`src/rtl/mul_pkg.sv`:
```
// Shared types and constants for the arbitrated signed multiplier.
package mul_pkg;

    typedef enum logic [1:0] {
        StIdle  = 2'd0,
        StRun   = 2'd1,
        StDrain = 2'd2
    } state_e;

    localparam int unsigned D_WIDTH1_DEF = 9;
    localparam int unsigned D_WIDTH2_DEF = 8;
    localparam int unsigned OUT_W        = D_WIDTH1_DEF + D_WIDTH2_DEF - 1;

    // Most-negative operands and the value each one is clamped to before issue.
    localparam logic [D_WIDTH1_DEF-1:0] A_MOST_NEG = 9'h100;
    localparam logic [D_WIDTH1_DEF-1:0] A_CLAMP    = 9'h101;
    localparam logic [D_WIDTH2_DEF-1:0] B_MOST_NEG = 8'h80;
    localparam logic [D_WIDTH2_DEF-1:0] B_CLAMP    = 8'h81;

endpackage

```
`src/rtl/mul_arb_mul.sv`:
```
// One-cycle registered sign-magnitude signed multiplier.
// Operands are expected to be pre-clamped away from the most-negative value.
module mul_arb_mul #(
    parameter int unsigned AWidth = 9,
    parameter int unsigned BWidth = 8
) (
    input  logic                      clk,
    input  logic                      rst,
    input  logic [AWidth-1:0]         a,
    input  logic [BWidth-1:0]         b,
    output logic [AWidth+BWidth-2:0]  p
);
    localparam int unsigned PWidth = AWidth + BWidth - 1;

    logic [AWidth-2:0] mag_a;
    logic [BWidth-2:0] mag_b;
    logic [PWidth-2:0] mag_p;
    logic              neg;
    logic [PWidth-1:0] p_d;
    logic [PWidth-1:0] p_q;

    // Multiply magnitudes, then reapply the sign; a zero magnitude stays positive.
    always_comb begin
        mag_a = a[AWidth-1] ? (AWidth-1)'(-a) : a[AWidth-2:0];
        mag_b = b[BWidth-1] ? (BWidth-1)'(-b) : b[BWidth-2:0];
        mag_p = (PWidth-1)'(mag_a) * (PWidth-1)'(mag_b);
        neg   = (a[AWidth-1] ^ b[BWidth-1]) && (mag_p != '0);
        p_d   = neg ? -{1'b0, mag_p} : {1'b0, mag_p};
    end

    // Product register.
    always_ff @(posedge clk) begin
        if (rst) begin
            p_q <= '0;
        end else begin
            p_q <= p_d;
        end
    end

    assign p = p_q;

endmodule

```
`src/rtl/mul_arb.sv`:
```
// Round-robin arbiter sharing one signed multiplier among N_REQ requesters,
// with a one-entry result slot per requester.
module mul_arb
    import mul_pkg::*;
#(
    parameter int unsigned D_WIDTH1 = D_WIDTH1_DEF,
    parameter int unsigned D_WIDTH2 = D_WIDTH2_DEF,
    parameter int unsigned N_REQ    = 4
) (
    input  logic                                     clk,
    input  logic                                     rst,
    input  logic                                     en,
    input  logic [N_REQ-1:0]                         req_valid,
    output logic [N_REQ-1:0]                         req_ready,
    input  logic [N_REQ*D_WIDTH1-1:0]                req_a,
    input  logic [N_REQ*D_WIDTH2-1:0]                req_b,
    output logic [N_REQ-1:0]                         rsp_valid,
    input  logic [N_REQ-1:0]                         rsp_ready,
    output logic [N_REQ*(D_WIDTH1+D_WIDTH2-1)-1:0]   rsp_data,
    output logic                                     busy,
    output logic [15:0]                              op_cnt
);
    localparam int unsigned OW   = D_WIDTH1 + D_WIDTH2 - 1;
    localparam int unsigned IdxW = (N_REQ > 1) ? $clog2(N_REQ) : 1;

    localparam logic [D_WIDTH1-1:0] AMostNeg = {1'b1, {(D_WIDTH1-1){1'b0}}};
    localparam logic [D_WIDTH1-1:0] AClamp   = {1'b1, {(D_WIDTH1-2){1'b0}}, 1'b1};
    localparam logic [D_WIDTH2-1:0] BMostNeg = {1'b1, {(D_WIDTH2-1){1'b0}}};
    localparam logic [D_WIDTH2-1:0] BClamp   = {1'b1, {(D_WIDTH2-2){1'b0}}, 1'b1};

    state_e            state_q, state_d;
    logic [IdxW-1:0]   ptr_q, ptr_d;
    logic              tag_valid_q;
    logic [IdxW-1:0]   tag_idx_q;
    logic [N_REQ-1:0]  slot_q;
    logic [OW-1:0]     data_q [N_REQ];
    logic [15:0]       cnt_q;

    logic [N_REQ-1:0]  inflight, elig_emp, elig_full;
    logic [IdxW-1:0]   cand, idx_emp, idx_full, gnt_idx;
    logic              found_emp, found_full, gnt_valid;
    logic [D_WIDTH1-1:0] op_a;
    logic [D_WIDTH2-1:0] op_b;
    logic [OW-1:0]     mul_p;

    // Mode FSM: grants only in RUN; DRAIN waits for the multiplier pipe to empty.
    always_comb begin
        state_d = state_q;
        case (state_q)
            StIdle:  if (en) state_d = StRun;
            StRun:   if (!en) state_d = StDrain;
            StDrain: begin
                if (en) begin
                    state_d = StRun;
                end else if (!tag_valid_q) begin
                    state_d = StIdle;
                end
            end
            default: state_d = StIdle;
        endcase
    end

    // Eligibility split: empty-slot requesters win first; a full-slot requester is
    // only granted when nobody has an empty slot, and then only on its own pop.
    // This keeps every req_ready bit free of other requesters' rsp_ready.
    always_comb begin
        inflight = '0;
        if (tag_valid_q) inflight[tag_idx_q] = 1'b1;
        elig_emp  = req_valid & ~inflight & ~slot_q;
        elig_full = req_valid & ~inflight & slot_q;

        found_emp  = 1'b0;
        found_full = 1'b0;
        idx_emp    = '0;
        idx_full   = '0;
        cand       = '0;
        for (int unsigned off = 0; off < N_REQ; off++) begin
            cand = IdxW'((32'(ptr_q) + off) % N_REQ);
            if (!found_emp && elig_emp[cand]) begin
                found_emp = 1'b1;
                idx_emp   = cand;
            end
            if (!found_full && elig_full[cand]) begin
                found_full = 1'b1;
                idx_full   = cand;
            end
        end

        gnt_valid = 1'b0;
        gnt_idx   = '0;
        if (state_q == StRun && en) begin
            if (found_emp) begin
                gnt_valid = 1'b1;
                gnt_idx   = idx_emp;
            end else if (found_full && rsp_ready[idx_full]) begin
                gnt_valid = 1'b1;
                gnt_idx   = idx_full;
            end
        end

        req_ready = '0;
        if (gnt_valid) req_ready[gnt_idx] = 1'b1;

        ptr_d = ptr_q;
        if (gnt_valid) ptr_d = IdxW'((32'(gnt_idx) + 32'd1) % N_REQ);
    end

    // Operand mux with most-negative clamping.
    always_comb begin
        op_a = req_a[32'(gnt_idx)*D_WIDTH1 +: D_WIDTH1];
        op_b = req_b[32'(gnt_idx)*D_WIDTH2 +: D_WIDTH2];
        if (op_a == AMostNeg) op_a = AClamp;
        if (op_b == BMostNeg) op_b = BClamp;
    end

    mul_arb_mul #(
        .AWidth (D_WIDTH1),
        .BWidth (D_WIDTH2)
    ) mul (
        .clk (clk),
        .rst (rst),
        .a   (op_a),
        .b   (op_b),
        .p   (mul_p)
    );

    // State, tag pipeline, result slots and completion counter.
    always_ff @(posedge clk) begin
        if (rst) begin
            state_q     <= StIdle;
            ptr_q       <= '0;
            tag_valid_q <= 1'b0;
            tag_idx_q   <= '0;
            slot_q      <= '0;
            cnt_q       <= '0;
            for (int unsigned i = 0; i < N_REQ; i++) data_q[i] <= '0;
        end else begin
            state_q     <= state_d;
            ptr_q       <= ptr_d;
            tag_valid_q <= gnt_valid;
            tag_idx_q   <= gnt_idx;
            for (int unsigned i = 0; i < N_REQ; i++) begin
                if (tag_valid_q && 32'(tag_idx_q) == i) begin
                    slot_q[i] <= 1'b1;
                    data_q[i] <= mul_p;
                end else if (slot_q[i] && rsp_ready[i]) begin
                    slot_q[i] <= 1'b0;
                end
            end
            if (tag_valid_q && cnt_q != 16'hFFFF) cnt_q <= cnt_q + 16'd1;
        end
    end

    // Output packing.
    always_comb begin
        rsp_data = '0;
        for (int unsigned i = 0; i < N_REQ; i++) rsp_data[i*OW +: OW] = data_q[i];
    end

    assign rsp_valid = slot_q;
    assign op_cnt    = cnt_q;
    assign busy      = (state_q != StIdle) || tag_valid_q;

endmodule

```
`config.mk`:
```
export PLATFORM = sky130hd
export DESIGN_NAME = mul_arb
export DESIGN_NICKNAME = d
export VERILOG_FILES = /design/src/rtl/mul_pkg.sv /design/src/rtl/mul_arb_mul.sv /design/src/rtl/mul_arb.sv
export SDC_FILE = /design/constraint.sdc
export NUM_CORES = 1
export LEC_CHECK = 0
export CAP_MARGIN = 30
export CORE_MARGIN = 2
export CORE_UTILIZATION = 56
export DETAILED_ROUTE_END_ITERATION = 10
export PLACE_DENSITY_LB_ADDON = 0.3
export SETUP_SLACK_MARGIN = 0.15
export SLEW_MARGIN = 10
export SYNTH_ARGS = -nofsm -noshare
export SYNTH_HDL_FRONTEND = slang
export SYNTH_HIERARCHICAL = 1
export SYNTH_SLANG_ARGS = --single-unit
```
`constraint.sdc`:
```
create_clock -name clk -period 32 [get_ports clk]
set_input_delay 6.4 -clock clk [delete_from_list [all_inputs] [get_ports clk]]
set_output_delay 6.4 -clock clk [all_outputs]
set_load 0.005 [all_outputs]
```
==> results.toml <==
[worst_hold_path]
hp-class = "reg -> reg"

[power]
p_int_uw = 427
p_switching_uw = 340
p_clk_frac = 0.132
sw_frac_of_total = 0.443
p_leak_nw = 3.90
peakVddDrop_v = 0.000116
seq_power_share = 0.217
p_comb_frac = 0.651
power_density_mw_per_mm2 = 79.5

[yosys]
syn_nets = 926
synth_area_per_cell_sq_um = 9.76
synth_ff_type = "edfxtp_1"
synth_seq_area_share = 0.367
postSynthCellCount = 777
yosys_warnings = 6
synthArstFlopShare = 0
synth_edf_count = 64
ys_ff_latch = 107
synth.distinct_cells = 85
syn_area_sq_mm = 0.00759

[clock_tree]
cts_buffers = 9
holdBufCountCts = 0
cts-resized-gates = 0
clockBufferDepth = 2
htreeDepth = 3
post_cts_buffers = 0
path_clk_slew_ps = 60
cts_root_buf = "clkbuf_16"
cts.sinks = 107
cts_tree = "done"
worstSkewPairLatency_ps = 340

[cells_and_area]
drive_gt1_frac = 0.0630
nNetsFinal = 1081
n_antenna_cell = 0
area_delta_synth_final_pct = 27.2

[die]
ios = 168
fp.coreArea_sq_mm = 0.0132
die_x_um = 120
rows = 42
die_area_sq_mm = 0.0145
chipHeight_um = 120
initial_core_util = 0.573

[critical_path]
crit_required_ps = 25600
arrival_ps = 10040
critical_path_class = "in -> out"
endpoint_kind = "output pin"
start_kind = "primary input"
path_max_fanout = 23

[grt]
grt_max_degree = 51
grt_pass1_wl_mm = 29.8
gr-usage-all-layers = 0.256
antenna_found_initial = 0
grt_pass1_vias = 6088
overflow = 0

[detailed_routing]
vias = 6192
routedWlPerCell_um = 16.2
drc = 0
routed_via_density = 5.56
first_pass_iters = 4
drtAntennaViolNets = 0
wirelength_mm = 18.0
drt-initial-drc-count = 417

[sta]
setup_violations = 0
slew_viol_final = 0
hold_viol_final = 0
max_freq_ghz = 0.0608
setup_tns_ps = 0
slew_headroom = 0.403
finalClockSkew_ps = 8.33
layout_min_cycle_time_ps = 16440
fin_crit_sh = 0.514
rsz0062_at_grt = "no"
worst_pin_slew_ps = 894
fin_ws_ps = 15560

[placement]
gp_congestion = 0.895
numPortBuffers = 167
place.detailed.hpwl_mm = 14.1
dp_slack_ps = 15580

[job]
maxCapViolations = 0

[outcome]
run_status = "complete, no violations"
through the flow:
| step | instances | util | power, mW | cell area (sq um) | hold WS (ps) |
|---|---|---|---|---|---|
| after floorplan | 777 | - | 0.571 | 7590 | 459 |
| after CTS | 1112 | 0.728 | 0.769 | 9640 | 496 |
| after detailed placement | 1096 | 0.707 | 0.666 | 9370 | 486 |
| after global routing | 1113 | 0.729 | 0.840 | 9650 | 524 |
| final | 1113 | 0.729 | 0.767 | 9650 | 493 |
| after global placement | 1096 | 0.707 | 0.652 | 9370 | 482 |
power by group through the flow:
stage / clock [mW] / combinational [mW] / sequential (mW)
floorplan: 0 / 0.406 / 0.165
detailed placement: 0 / 0.496 / 0.170
global placement: 0 / 0.484 / 0.169
CTS: 0.102 / 0.500 / 0.167
global route: 0.108 / 0.564 / 0.168
finish: 0.101 / 0.499 / 0.167
metal layers:
metal,vias to the layer above,part of all wire,track usage
met2,184,0.50,0.441
met5,-,0,0
met3,37,0.041,0.0335
met1,2950,0.43,0.331
li1,3021,-,-
met4,0,0.024,0.0901
worst max-delay path, stage by stage:
cell and delay [ps]:
clkdlybuf4s50_1 560, nand3_1 130, o22a_1 240, o2111ai_4 270, mux2_1 350, nand3b_1 140, and3_1 710, nor2_1 280
inv_1 170, ha_1 150, nor2b_1 120, clkdlybuf4s50_1 510
state kept, by name, summed over array words and instances (netlist names):
name / flops
op_cnt: 16
tag_valid_q: 1
state_q: 2
data_q: 64
tag_idx_q: 2
rsp_valid: 4
ptr_q: 2
mul/p: 16
layout make-up:
type / instances / area [sq um]
repair buffers: 171 / 1700
fillers: 988 / 3590
inverters: 52 / 195
well taps: 176 / 220
clock buffers: 13 / 262
multi-input cells: 591 / 4480
clock inverters: 3 / 13.8
flip-flops and latches: 107 / 2780
final timing paths:
kind | from | endpoint | slack [ps] | depth (start not counted)
setup / recovery | req_valid[0] | req_ready[0] | 15560 | 12
hold / removal | state_q[1] | state_q[0] | 490 | 1
setup reg to reg | tag_valid_q | mul/p[7] | 21740 | 30
hold reg to reg | state_q[1] | state_q[0] | 490 | 1
logic make-up after synthesis:
group / share of synthesized area
flip-flops: 0.367
buffers and inverters: 0.0432
XOR/XNOR: 0.0459
AND/OR/NAND/NOR: 0.236
multiplexers: 0.0266
AO/OA/AOI/OAI: 0.138
adder cells (fa/ha/maj): 0.144
layout by cell type (no fill, tap or decap), types with 24 or more instances in the layout:
cell and instances:
clkdlybuf4s50_1 167, nor2_1 93, and2_1 66, edfxtp_1 64, inv_1 52, nand2_1 48
dfxtp_1 43, ha_1 41, fa_1 29, a21oi_1 26, xor2_1 25, nand2b_1 24
Yosys cell counts, types with 11 or more instances:
master,count,share of area
fa_1,29,0.077
o22a_1,13,0.015
nor2_1,93,0.046
and2_1,66,0.054
dfxtp_1,43,0.11
mux2i_1,13,0.017
xor2_1,25,0.029
nand3_1,12,0.0079
inv_1,52,0.026
edfxtp_1,64,0.25
nand2b_1,24,0.020
clkbuf_1,13,0.0064
xnor2_1,11,0.013
nand2_1,48,0.024
a21oi_1,26,0.017
a32oi_1,12,0.014
o21ai_0,11,0.0073
ha_1,41,0.068
or2_2,13,0.011
Power figures use the tool's default switching activity.
